**config.mk**
```make
export PLATFORM = sky130hd
export DESIGN_NAME = result_collector
export DESIGN_NICKNAME = d
export VERILOG_FILES = /design/src/rtl/result_collector_pkg.sv /design/src/rtl/result_collector_bit_deserializer.sv /design/src/rtl/result_collector.sv
export SDC_FILE = /design/constraint.sdc
export NUM_CORES = 1
export LEC_CHECK = 0
export ABC_AREA = 1
export BUFFER_PORTS_ARGS = -buffer_cell sky130_fd_sc_hd__buf_4
export CORE_AREA = 2 2 333 335
export DETAILED_ROUTE_END_ITERATION = 16
export DIE_AREA = 0 0 335 337
export SLEW_MARGIN = 20
export SYNTH_ARGS = -nofsm -noshare
export SYNTH_HDL_FRONTEND = slang
export SYNTH_SLANG_ARGS = --single-unit
```
**constraint.sdc**
```tcl
create_clock -name clk -period 10.7 [get_ports clk]
set_input_delay 1.07 -clock clk [delete_from_list [all_inputs] [get_ports clk]]
set_output_delay 1.07 -clock clk [all_outputs]
set_load 0.01 [all_outputs]
```
**src/rtl/result_collector_pkg.sv**
```systemverilog
// result_collector_pkg: shared types, default sizes and the round-robin helper
// for the result collector. The optional timestamp feature is selected in the
// top with RESULT_COLLECTOR_TSTAMP_EN.
package result_collector_pkg;

  localparam int RC_BLOCKS    = 192;
  localparam int RC_ID_WIDTH  = 8;
  localparam int RC_WORD_BITS = 64;

  typedef enum logic [1:0] {
    SCAN  = 2'd0,
    SHIFT = 2'd1,
    EMIT  = 2'd2
  } coll_state_t;

  // Successor of a block index in round-robin order, wrapping blocks-1 -> 0.
  function automatic int unsigned rr_next(input int unsigned ptr, input int unsigned blocks);
    return (ptr >= blocks - 32'd1) ? 32'd0 : ptr + 32'd1;
  endfunction

endpackage

```
**src/rtl/result_collector_bit_deserializer.sv**
```systemverilog
// bit_deserializer: collects WORD_BITS serial bits, LSB first, into a word.
// done pulses combinationally in the cycle whose posedge stores the last bit.
module bit_deserializer
  import result_collector_pkg::*;
#(
  parameter int WORD_BITS = RC_WORD_BITS
) (
  input  logic                 clk,
  input  logic                 rst_n,
  input  logic                 shift_en,
  input  logic                 bit_in,
  output logic [WORD_BITS-1:0] word,
  output logic                 done
);

  localparam int CNT_W = $clog2(WORD_BITS);

  logic [WORD_BITS-1:0] shreg_q, shreg_d;
  logic [CNT_W-1:0]     bitcnt_q, bitcnt_d;

  // Store the presented bit at the current position and advance the counter.
  always_comb begin
    shreg_d  = shreg_q;
    bitcnt_d = bitcnt_q;
    done     = 1'b0;
    if (shift_en) begin
      shreg_d[bitcnt_q] = bit_in;
      if (bitcnt_q == CNT_W'(WORD_BITS - 1)) begin
        done     = 1'b1;
        bitcnt_d = '0;
      end else begin
        bitcnt_d = bitcnt_q + 1'b1;
      end
    end
  end

  // Reset drops any partial record so a new shift always starts at bit 0.
  always_ff @(posedge clk) begin
    if (!rst_n) begin
      shreg_q  <= '0;
      bitcnt_q <= '0;
    end else begin
      shreg_q  <= shreg_d;
      bitcnt_q <= bitcnt_d;
    end
  end

  assign word = shreg_q;

endmodule

```
**src/rtl/result_collector.sv**
```systemverilog
// result_collector: round-robin drain of the hash block result FIFOs onto a
// valid/ready stream, plus sticky per-block overflow status.
// Optional feature: define RESULT_COLLECTOR_TSTAMP_EN to add a free-running
// cycle counter sampled at shift entry and presented on out_tstamp.
module result_collector
  import result_collector_pkg::*;
#(
  parameter int BLOCKS    = RC_BLOCKS,
  parameter int ID_WIDTH  = RC_ID_WIDTH,
  parameter int WORD_BITS = RC_WORD_BITS
) (
  input  logic                 clk,
  input  logic                 rst_n,
  input  logic [BLOCKS-1:0]    fifo_empty,
  input  logic [BLOCKS-1:0]    fifo_oflow,
  input  logic [BLOCKS-1:0]    fifo_bits,
  output logic [BLOCKS-1:0]    fifo_req,
  output logic                 out_valid,
  input  logic                 out_ready,
  output logic [ID_WIDTH-1:0]  out_block,
  output logic [WORD_BITS-1:0] out_data,
`ifdef RESULT_COLLECTOR_TSTAMP_EN
  output logic [31:0]          out_tstamp,
`endif
  input  logic                 oflow_clr,
  output logic                 oflow_any,
  output logic [ID_WIDTH-1:0]  oflow_first
);

  coll_state_t         state_q, state_d;
  logic [ID_WIDTH-1:0] ptr_q, ptr_d;
  logic [ID_WIDTH-1:0] idx_q, idx_d;
  logic [BLOCKS-1:0]   sticky_q, sticky_d;
  logic                oflow_any_q, oflow_any_d;
  logic [ID_WIDTH-1:0] oflow_first_q, oflow_first_d;
  logic                shift_en;
  logic                cur_bit;
  logic                deser_done;

  assign shift_en = (state_q == SHIFT);
  assign cur_bit  = fifo_bits[idx_q];

  bit_deserializer #(
    .WORD_BITS (WORD_BITS)
  ) u_deser (
    .clk      (clk),
    .rst_n    (rst_n),
    .shift_en (shift_en),
    .bit_in   (cur_bit),
    .word     (out_data),
    .done     (deser_done)
  );

  // Scan one index per cycle, shift the found block, hold the record until taken.
  always_comb begin
    state_d = state_q;
    ptr_d   = ptr_q;
    idx_d   = idx_q;
    unique case (state_q)
      SCAN: begin
        if (!fifo_empty[ptr_q]) begin
          idx_d   = ptr_q;
          state_d = SHIFT;
        end else begin
          ptr_d = ID_WIDTH'(rr_next(32'(ptr_q), BLOCKS));
        end
      end
      SHIFT: begin
        if (deser_done) state_d = EMIT;
      end
      EMIT: begin
        // Resume after the served block so every other block is seen first.
        if (out_ready) begin
          state_d = SCAN;
          ptr_d   = ID_WIDTH'(rr_next(32'(idx_q), BLOCKS));
        end
      end
      default: state_d = SCAN;
    endcase
  end

  // One-hot shift strobe toward the block being drained.
  always_comb begin
    fifo_req = '0;
    if (state_q == SHIFT) fifo_req[idx_q] = 1'b1;
  end

  // Sticky overflow with clear priority; summary flags lag sticky by one cycle.
  always_comb begin
    sticky_d      = (sticky_q | fifo_oflow) & ~{BLOCKS{oflow_clr}};
    oflow_any_d   = |sticky_q;
    oflow_first_d = '0;
    for (int i = BLOCKS - 1; i >= 0; i--) begin
      if (sticky_q[i]) oflow_first_d = ID_WIDTH'(i);
    end
  end

  // Control and status registers.
  always_ff @(posedge clk) begin
    if (!rst_n) begin
      state_q       <= SCAN;
      ptr_q         <= '0;
      idx_q         <= '0;
      sticky_q      <= '0;
      oflow_any_q   <= 1'b0;
      oflow_first_q <= '0;
    end else begin
      state_q       <= state_d;
      ptr_q         <= ptr_d;
      idx_q         <= idx_d;
      sticky_q      <= sticky_d;
      oflow_any_q   <= oflow_any_d;
      oflow_first_q <= oflow_first_d;
    end
  end

  assign out_valid   = (state_q == EMIT);
  assign out_block   = idx_q;
  assign oflow_any   = oflow_any_q;
  assign oflow_first = oflow_first_q;

`ifdef RESULT_COLLECTOR_TSTAMP_EN
  logic [31:0] cyc_q, cyc_d, tstamp_q, tstamp_d;

  // Timestamp is the counter value seen during the first SHIFT cycle.
  always_comb begin
    cyc_d    = cyc_q + 32'd1;
    tstamp_d = tstamp_q;
    if (state_q == SCAN && state_d == SHIFT) tstamp_d = cyc_q + 32'd1;
  end

  // Free-running cycle counter and captured timestamp.
  always_ff @(posedge clk) begin
    if (!rst_n) begin
      cyc_q    <= '0;
      tstamp_q <= '0;
    end else begin
      cyc_q    <= cyc_d;
      tstamp_q <= tstamp_d;
    end
  end

  assign out_tstamp = tstamp_q;
`endif

endmodule

```
==> flow_summary.ini, run 1 <==
[power_and_ir_drop]
peakVddDrop_uv = 144.4
power_density_nw_per_um2 = 166.5
p_leak_nw = 12.42

[die]
placementRows = 122
start_util_pct = 15.98
fp.dieH_um = 337
coreArea_um2 = 109600
die_area_um2 = 112900
ioPinCount = 854
dieWidth_um = 335

[global_route]
grt_max_degree = 107
antenna_found_initial = 22
grt_pass1_wl_um = 144400
track_usage_pct = 17.96
grt_overflow_total = 0
first_global_vias = 20070

[finish]
area_delta_synth_final_pct = 52.61
nets = 4153
final_util_pct = 24.39
filler_cell_count = 12290
final_layout_size_suffix_gt1_share_pct = 28.58
final_cells = 5029

[hold_path]
hold_path.class = reg2reg

[sta]
relSlewSlack_pct = 13.24
rsz0062_at_grt = true
hold_violations = 0
max_freq_mhz = 105.5
setup_violations = 0
fin_crit_sh_pct = 88.60
drv_slew = 0
period_minus_slack_ns = 9.480
tightestPinTransition_ns = 1.301
skew_ns = 0.01862

[yosys]
synthDominantCellAreaShare_pct = 33.03
yosys_most_used_dff = dfxtp_1
syn-mean-instance-area_um2 = 6.301
yosys.area.top_type = dfxtp_1
netlist_instances = 2780
ys_warn_count = 0
ys_types = 42
yosys_register_bits = 289
syn_area_um2 = 17520
yosys-top-cells-count = 1008 x nor2_1, 417 x nand2_1, 289 x dfxtp_1
synth_edf_count = 0
synth_nets = 3366
yosysMostFrequentCell = nor2_1
ys_top_cells_by_area = dfxtp_1 33%, nor2_1 22%, nand2_1 8.9%, o21ai_0 7.9%, bufinv_8 7.5%
async_reset_ff_share_pct = 0
ys_seq_area_share_pct = 33.03

[place]
numPortBuffers = 853
place_congestion = 0.9305
dp_cells = 4955
dp_hpwl_um = 89340

[cts]
post_cts_buffers = 0
cts_tree = done
htreeDepth = 2
clk_pin_slew_ns = 0.05
clock_sinks = 289
clock-root-buffer = clkbuf_16
cts_inserted_buffers = 36
clk_path_buf_depth = 3
clock_latency_ns = 0.57
cts_resized = 0
postCtsHoldBufs = 0

[drt]
finalWirelength_um = 107400
drt_iter0_markers = 1658
route.detailed.drc = 0
wl_per_cell_um = 21.35
vias = 21460
ant_nets = 0
vias_per_cell = 4.266
dr.pass1.iters = 6

[worst_setup_path]
crit_fanout = 3
crit_path_end_kind = flip-flop
rrSetupSlack_ns = 1.22
crit_top_cell = nand2_1
worstSetupPathType = reg2reg
slowest_stage = dfxtp_2
worst_ep_arrival_time_ns = 9.93
cp-start-kind = flip-flop
cp_slowest_stage_delay_ns = 0.33
worst_ep_required_time_ns = 11.15

[flow_run]
maxCapViolations = 0

[status]
outcome = completed
-- metrics by stage --
stage                     setup TNS [ns]  area [um^2]  power, W  hold slack (ns)  setup slack, ns
after floorplan                        0        17520  0.002233           0.4221            2.291
after global placement                 0        25460  0.003171           0.4618           0.9956
after detailed placement               0        25460  0.003175           0.4680            1.187
after CTS                              0        26700  0.004483           0.4789            1.129
after global routing             -0.7661        26710  0.004699           0.4956          -0.7661
final                                  0        26730  0.004450           0.4837            1.220
-- metal layers --
layer,wire [um],vias to the layer above,track usage [%],part of all wire (%)
met5,66,-,0,0.061
met4,4101,10,6.936,3.8
met3,9443,159,5.475,8.8
met2,49920,996,30.01,46
met1,43850,9775,21.50,41
li1,-,10520,-,-
-- path summary, 6_finish.rpt --
kind / cells after the start / startpoint / endpoint
min: 2 / sticky_q[0]$_SDFF_PN0_ / sticky_q[0]$_SDFF_PN0_
min reg2reg: 2 / sticky_q[0]$_SDFF_PN0_ / sticky_q[0]$_SDFF_PN0_
max reg2reg: 191 / sticky_q[190]$_SDFF_PN0_ / oflow_first[0]$_SDFF_PP0_
max: 191 / sticky_q[190]$_SDFF_PN0_ / oflow_first[0]$_SDFF_PP0_
-- placed cells by master (no fill, tap or decap), types with 4 or more instances in the layout --
master     instances
a211oi_1           4
a21oi_1          101
a221oi_1          10
a22o_1             7
a31oi_1           15
a32o_1             4
buf_4            880
bufinv_16          5
bufinv_8          75
clkbuf_1           9
clkbuf_16         36
clkbuf_8           5
dfxtp_1          285
diode_2           10
ha_1               6
inv_1            201
inv_6              4
nand2_1          417
nand3_1           41
nand4_1           16
nor2_1          1004
nor2_2             4
nor3_1            22
nor4_1            13
o21ai_0          277
o21ai_1            4
o21bai_1           4
o221ai_1          42
o22ai_1           57
-- kinds of logic after synthesis --
family	share of synthesized area, %
buffers and inverters	14.74
adder cells (fa/ha/maj)	0.4286
flip-flops	33.03
XOR/XNOR	0.1000
AND/OR/NAND/NOR	33.57
AO/OA/AOI/OAI	18.12
-- layout make-up --
cell class / count / area (um^2) / area share [%]
multi-input combinational: 2078 / 9178 / 34.33
timing repair buffer: 881 / 6618 / 24.76
sequential: 289 / 5793 / 21.67
inverter: 281 / 2090 / 7.817
tap: 1426 / 1784 / 6.675
clock buffer: 50 / 1003 / 3.754
clock inverter: 14 / 240.2 / 0.8987
antenna: 10 / 25.02 / 0.09362
-- worst max-delay path, delay by kind of cell, from the launching register on --
kind / cells / cell delay (ns)
compound gates: 1 / 0.05
flops: 1 / 0.33
simple gates: 189 / 8.97
buf+inv: 1 / 0.04
-- report_power, final --
part / switching, W / leakage (nW) / internal, W / total (W)
registers: 0.0000919 / 2.37 / 0.00114 / 0.00124
clock network: 0.000510 / 0.599 / 0.000784 / 0.00129
logic: 0.00132 / 9.45 / 0.000597 / 0.00192
-- flip-flops by register name, indices dropped and copies added (netlist names) --
signal	count
sticky_q	192
u_deser.word	64
oflow_first	8
out_block	8
ptr_q	8
u_deser.bitcnt_q	6
state_q	2
oflow_any	1
Note: power is estimated with default switching activity, not from simulation.
==> run 2, diff against run 1 <==
==> constraint.sdc (replaced) <==
create_clock -name clk -period 11.8 [get_ports clk]
set_input_delay 1.18 -clock clk [delete_from_list [all_inputs] [get_ports clk]]
set_output_delay 1.18 -clock clk [all_outputs]
set_load 0.01 [all_outputs]
==> flow_summary.ini, run 2 (synthesized netlist as in run 1, its figures left out) <==
[die]
coreArea_um2 = 109600
start_util_pct = 15.98
dieWidth_um = 335
die_area_um2 = 112900
fp.dieH_um = 337
placementRows = 122
ioPinCount = 854

[drt]
dr_wl_met3_um = 9248
met1Wirelength_um = 44780
ant_nets = 0
dr.pass1.iters = 6
vias_per_cell = 4.271
drt_iter0_markers = 1655
finalWirelength_um = 107500
top_layer_used = met5
route.detailed.drc = 0
wl_per_cell_um = 21.38
dr_wl_met2_um = 49480
vias = 21480

[cts]
post_cts_buffers = 0
cts_resized = 0
postCtsHoldBufs = 0
clock_latency_ns = 0.59
clk_pin_slew_ns = 0.06
clock_sinks = 289
htreeDepth = 2
clk_path_buf_depth = 3
cts_inserted_buffers = 37
clock-root-buffer = clkbuf_16
cts_tree = done

[sta]
drv_slew = 0
tightestPinTransition_ns = 1.098
period_minus_slack_ns = 9.506
fin_tns_setup_ns = 0
relSlewSlack_pct = 26.79
skew_ns = 0.03187
fin_crit_sh_pct = 80.56
hold_violations = 0
rsz0062_at_grt = false
setup_violations = 0
max_freq_mhz = 105.2

[worst_setup_path]
r2r-start = sticky_q[190]$_SDFF_PN0_
path_buf_inv = 1
worst_ep_arrival_time_ns = 9.96
cp-start-kind = flip-flop
critPathTopFamily = simple AND/OR/NAND/NOR gates
cp_slowest_stage_delay_ns = 0.35
rrSetupSlack_ns = 2.29
timing.critical_path.from = sticky_q[190]$_SDFF_PN0_
crit_fanout = 3
worst_ep_required_time_ns = 12.26
worstSetupPathType = reg2reg
crit_top_cell = nand2_1
slowest_stage = dfxtp_1
crit_path_end_kind = flip-flop

[flow_run]
maxCapViolations = 0

[hold_path]
hold_path.class = reg2reg
min_from = sticky_q[38]$_SDFF_PN0_

[finish]
regMostFlops = sticky_q
final_area_um2 = 26730
final_common_cell = nor2_1
final_layout_size_suffix_gt1_share_pct = 28.65
nets = 4153
area_delta_synth_final_pct = 52.62
layout_common_cells = 1004 x nor2_1, 879 x buf_4, 417 x nand2_1, 286 x dfxtp_1, 277 x o21ai_0
largest_register_ffs = 192

[place]
numPortBuffers = 853
place_area_um2 = 25450
place_congestion = 0.9698
dp_hpwl_um = 89340

[global_route]
antenna_found_initial = 16
grt_overflow_total = 0
track_usage_pct = 18.09
grt_pass1_wl_um = 145800
grt_max_degree = 105
first_global_vias = 20300

[power_and_ir_drop]
p_leak_nw = 12.43
power_density_nw_per_um2 = 150.2
p_total_w = 0.004015
peakVddDrop_uv = 175.7

[status]
outcome = completed
## run 2: area by class of cell
| class | instances | area, um^2 |
|---|---|---|
| Antenna cell | 7 | 17.52 |
| Clock buffer | 54 | 1090 |
| Clock inverter | 13 | 171.4 |
| Fill cell | 12270 | 82870 |
| Inverter | 281 | 2090 |
| Multi-Input combinational cell | 2078 | 9178 |
| Sequential cell | 289 | 5792 |
| Tap cell | 1426 | 1784 |
| Timing Repair Buffer | 880 | 6610 |
## run 2: tightest hold or removal path, cell delays in order (launching register included)
cell and delay [ns]:
dfxtp_1 0.31, nor2_1 0.08, nor2_1 0.05
## run 2: power by group
| part | internal, W | leakage, nW | total [W] | switching (W) |
|---|---|---|---|---|
| logic | 0.000541 | 9.45 | 0.00172 | 0.00118 |
| registers | 0.00104 | 2.37 | 0.00113 | 0.0000930 |
| clock network | 0.000691 | 0.614 | 0.00117 | 0.000475 |
## run 2: routing by layer
metal	global-route usage [%]	up-vias
met5	0	-
met4	6.774	4
met3	5.113	147
met2	30.06	1028
met1	22.11	9802
li1	-	10490
## run 2: metrics by stage
step	hold WS (ns)	util [%]	worst slack [ns]	std cells
floorplan	0.4221	-	3.391	2780
global placement	0.4618	23.22	2.133	4954
detailed placement	0.4713	23.22	2.258	4954
CTS	0.4787	24.37	2.210	5021
global route	0.4939	24.38	0.2680	5023
finish	0.4779	24.39	2.294	5028
## run 2: path summary, 6_finish.rpt
path / cells past startpoint / end
max: 191 / oflow_first[0]$_SDFF_PP0_
min: 2 / sticky_q[38]$_SDFF_PN0_
max reg2reg: 191 / oflow_first[0]$_SDFF_PP0_
min reg2reg: 2 / sticky_q[38]$_SDFF_PN0_
==> run 3, diff against run 2 <==
==> constraint.sdc (replaced) <==
create_clock -name clk -period 9.8 [get_ports clk]
set_input_delay 0.98 -clock clk [delete_from_list [all_inputs] [get_ports clk]]
set_output_delay 0.98 -clock clk [all_outputs]
set_load 0.01 [all_outputs]
==> flow_summary.ini, run 3 (synthesized netlist as in run 1, its figures left out) <==
[sta]
setup_violations = 0
tightestPinTransition_ns = 1.104
fin_tns_setup_ns = 0
period_minus_slack_ns = 9.423
relSlewSlack_pct = 26.11
hold_violations = 0
skew_ns = 0.02251
layout_setup_ws_ns = 0.3773
max_freq_mhz = 106.1
rsz0062_at_grt = true
drv_slew = 0
fin_crit_sh_pct = 96.15

[global_route]
antenna_found_initial = 23
first_global_vias = 20240
track_usage_pct = 17.96
grt_pass1_wl_um = 144300
grt_max_degree = 105
grt_overflow_total = 0

[place]
dp_hpwl_um = 89310
place_area_um2 = 25480
numPortBuffers = 853
dp_cells = 4956
place_congestion = 0.9510
dpl_worst_slack_ns = 0.2530

[power_and_ir_drop]
peakVddDrop_uv = 165.9
power_density_nw_per_um2 = 182.5
p_leak_nw = 12.45
p_total_w = 0.004890

[cts]
clock_latency_ns = 0.58
htreeDepth = 2
post_cts_buffers = 0
clock_sinks = 289
cts_tree = done
cts_inserted_buffers = 38
clk_path_buf_depth = 3
clock-root-buffer = clkbuf_16
clk_pin_slew_ns = 0.06

[worst_setup_path]
worst_ep_required_time_ns = 10.31
r2r-start = sticky_q[190]$_SDFF_PN0_
cp-start-kind = flip-flop
rr_worst_depth = 191
cp_slowest_stage_delay_ns = 0.32
r2r-end = oflow_first[0]$_SDFF_PP0_
worst_ep_arrival_time_ns = 9.93
setup.worst_path.end = oflow_first[0]$_SDFF_PP0_
worstSetupPathType = reg2reg
slowest_stage = dfxtp_2
crit_path_end_kind = flip-flop
crit_top_cell = nand2_1
crit_fanout = 3
rrSetupSlack_ns = 0.38
timing.critical_path.from = sticky_q[190]$_SDFF_PN0_

[flow_run]
maxCapViolations = 0

[die]
placementRows = 122
dieWidth_um = 335
fp.dieH_um = 337
die_area_um2 = 112900
start_util_pct = 15.98
ioPinCount = 854
coreArea_um2 = 109600

[finish]
filler_cell_count = 12290
final_common_cell = nor2_1
final_cells = 5036
layout_common_cells = 1004 x nor2_1, 880 x buf_4, 417 x nand2_1, 283 x dfxtp_1, 277 x o21ai_0
final_area_um2 = 26800
final_layout_size_suffix_gt1_share_pct = 28.73
regMostFlops = sticky_q
area_delta_synth_final_pct = 53.00
nets = 4156
largest_register_ffs = 192

[drt]
ant_nets = 0
route.detailed.drc = 0
vias_per_cell = 4.259
drt_iter0_markers = 1866
vias = 21450
wl_per_cell_um = 21.32
finalWirelength_um = 107400
dr.pass1.iters = 6

[hold_path]
hold_path.class = reg2reg

[status]
outcome = completed
## run 3: power breakdown
group | internal (W) | leakage, nW | total, W | switching, W
clock network | 0.000852 | 0.622 | 0.00143 | 0.000578
logic | 0.000659 | 9.46 | 0.00212 | 0.00146
registers | 0.00125 | 2.37 | 0.00134 | 0.0000917
total | 0.00276 | 12.5 | 0.00489 | 0.00213
## run 3: per-stage QoR
step | hold WS, ns | util [%]
floorplan | 0.4221 | -
global placement | 0.4616 | 23.25
detailed placement | 0.4716 | 23.25
CTS | 0.4794 | 24.42
global route | 0.5054 | 24.44
finish | 0.4794 | 24.45
## run 3: what timing repair did
action	CTS	global route
gates resized for setup	0	3
hold buffers	0	0
endpoints found under the hold margin	0	0
endpoints found under the setup margin	0	1
## run 3: per-layer routing
metal | wire (um) | share of wire [%] | track usage [%]
met4 | 3464 | 3.2 | 6.011
met1 | 44420 | 41 | 22.04
met2 | 49900 | 46 | 30.32
met5 | 41 | 0.038 | 0
met3 | 9561 | 8.9 | 4.733
## run 3: critical path, delay by kind of cell (launching register included)
kind,cells,cell delay [ns]
simple gates,189,8.90
flops,1,0.32
compound gates,1,0.10
buf+inv,1,0.04
## run 3: worst min-delay path by stage
stage	from	endpoint	slack (ns)	cells past startpoint
5_1_grt	sticky_q[1]$_SDFF_PN0_	oflow_first[1]$_SDFF_PP0_	0.51	1
4_1_cts	sticky_q[38]$_SDFF_PN0_	sticky_q[38]$_SDFF_PN0_	0.48	2
3_3_place_gp	sticky_q[183]$_SDFF_PN0_	sticky_q[183]$_SDFF_PN0_	0.46	2
6_report	sticky_q[183]$_SDFF_PN0_	sticky_q[183]$_SDFF_PN0_	0.48	2
3_5_place_dp	sticky_q[38]$_SDFF_PN0_	sticky_q[38]$_SDFF_PN0_	0.47	2
2_1_floorplan	sticky_q[1]$_SDFF_PN0_	oflow_first[1]$_SDFF_PP0_	0.42	1
## run 3: final cells by class
class                           instances  area [um^2]  area share (%)
Timing Repair Buffer                  882         6638           24.77
Sequential cell                       289         5796           21.63
Multi-Input combinational cell       2078         9178           34.25
Clock buffer                           54         1071           3.996
Clock inverter                         15        216.5          0.8077
Antenna cell                           11        27.53          0.1027
Inverter                              281         2090           7.797
Tap cell                             1426         1784           6.658
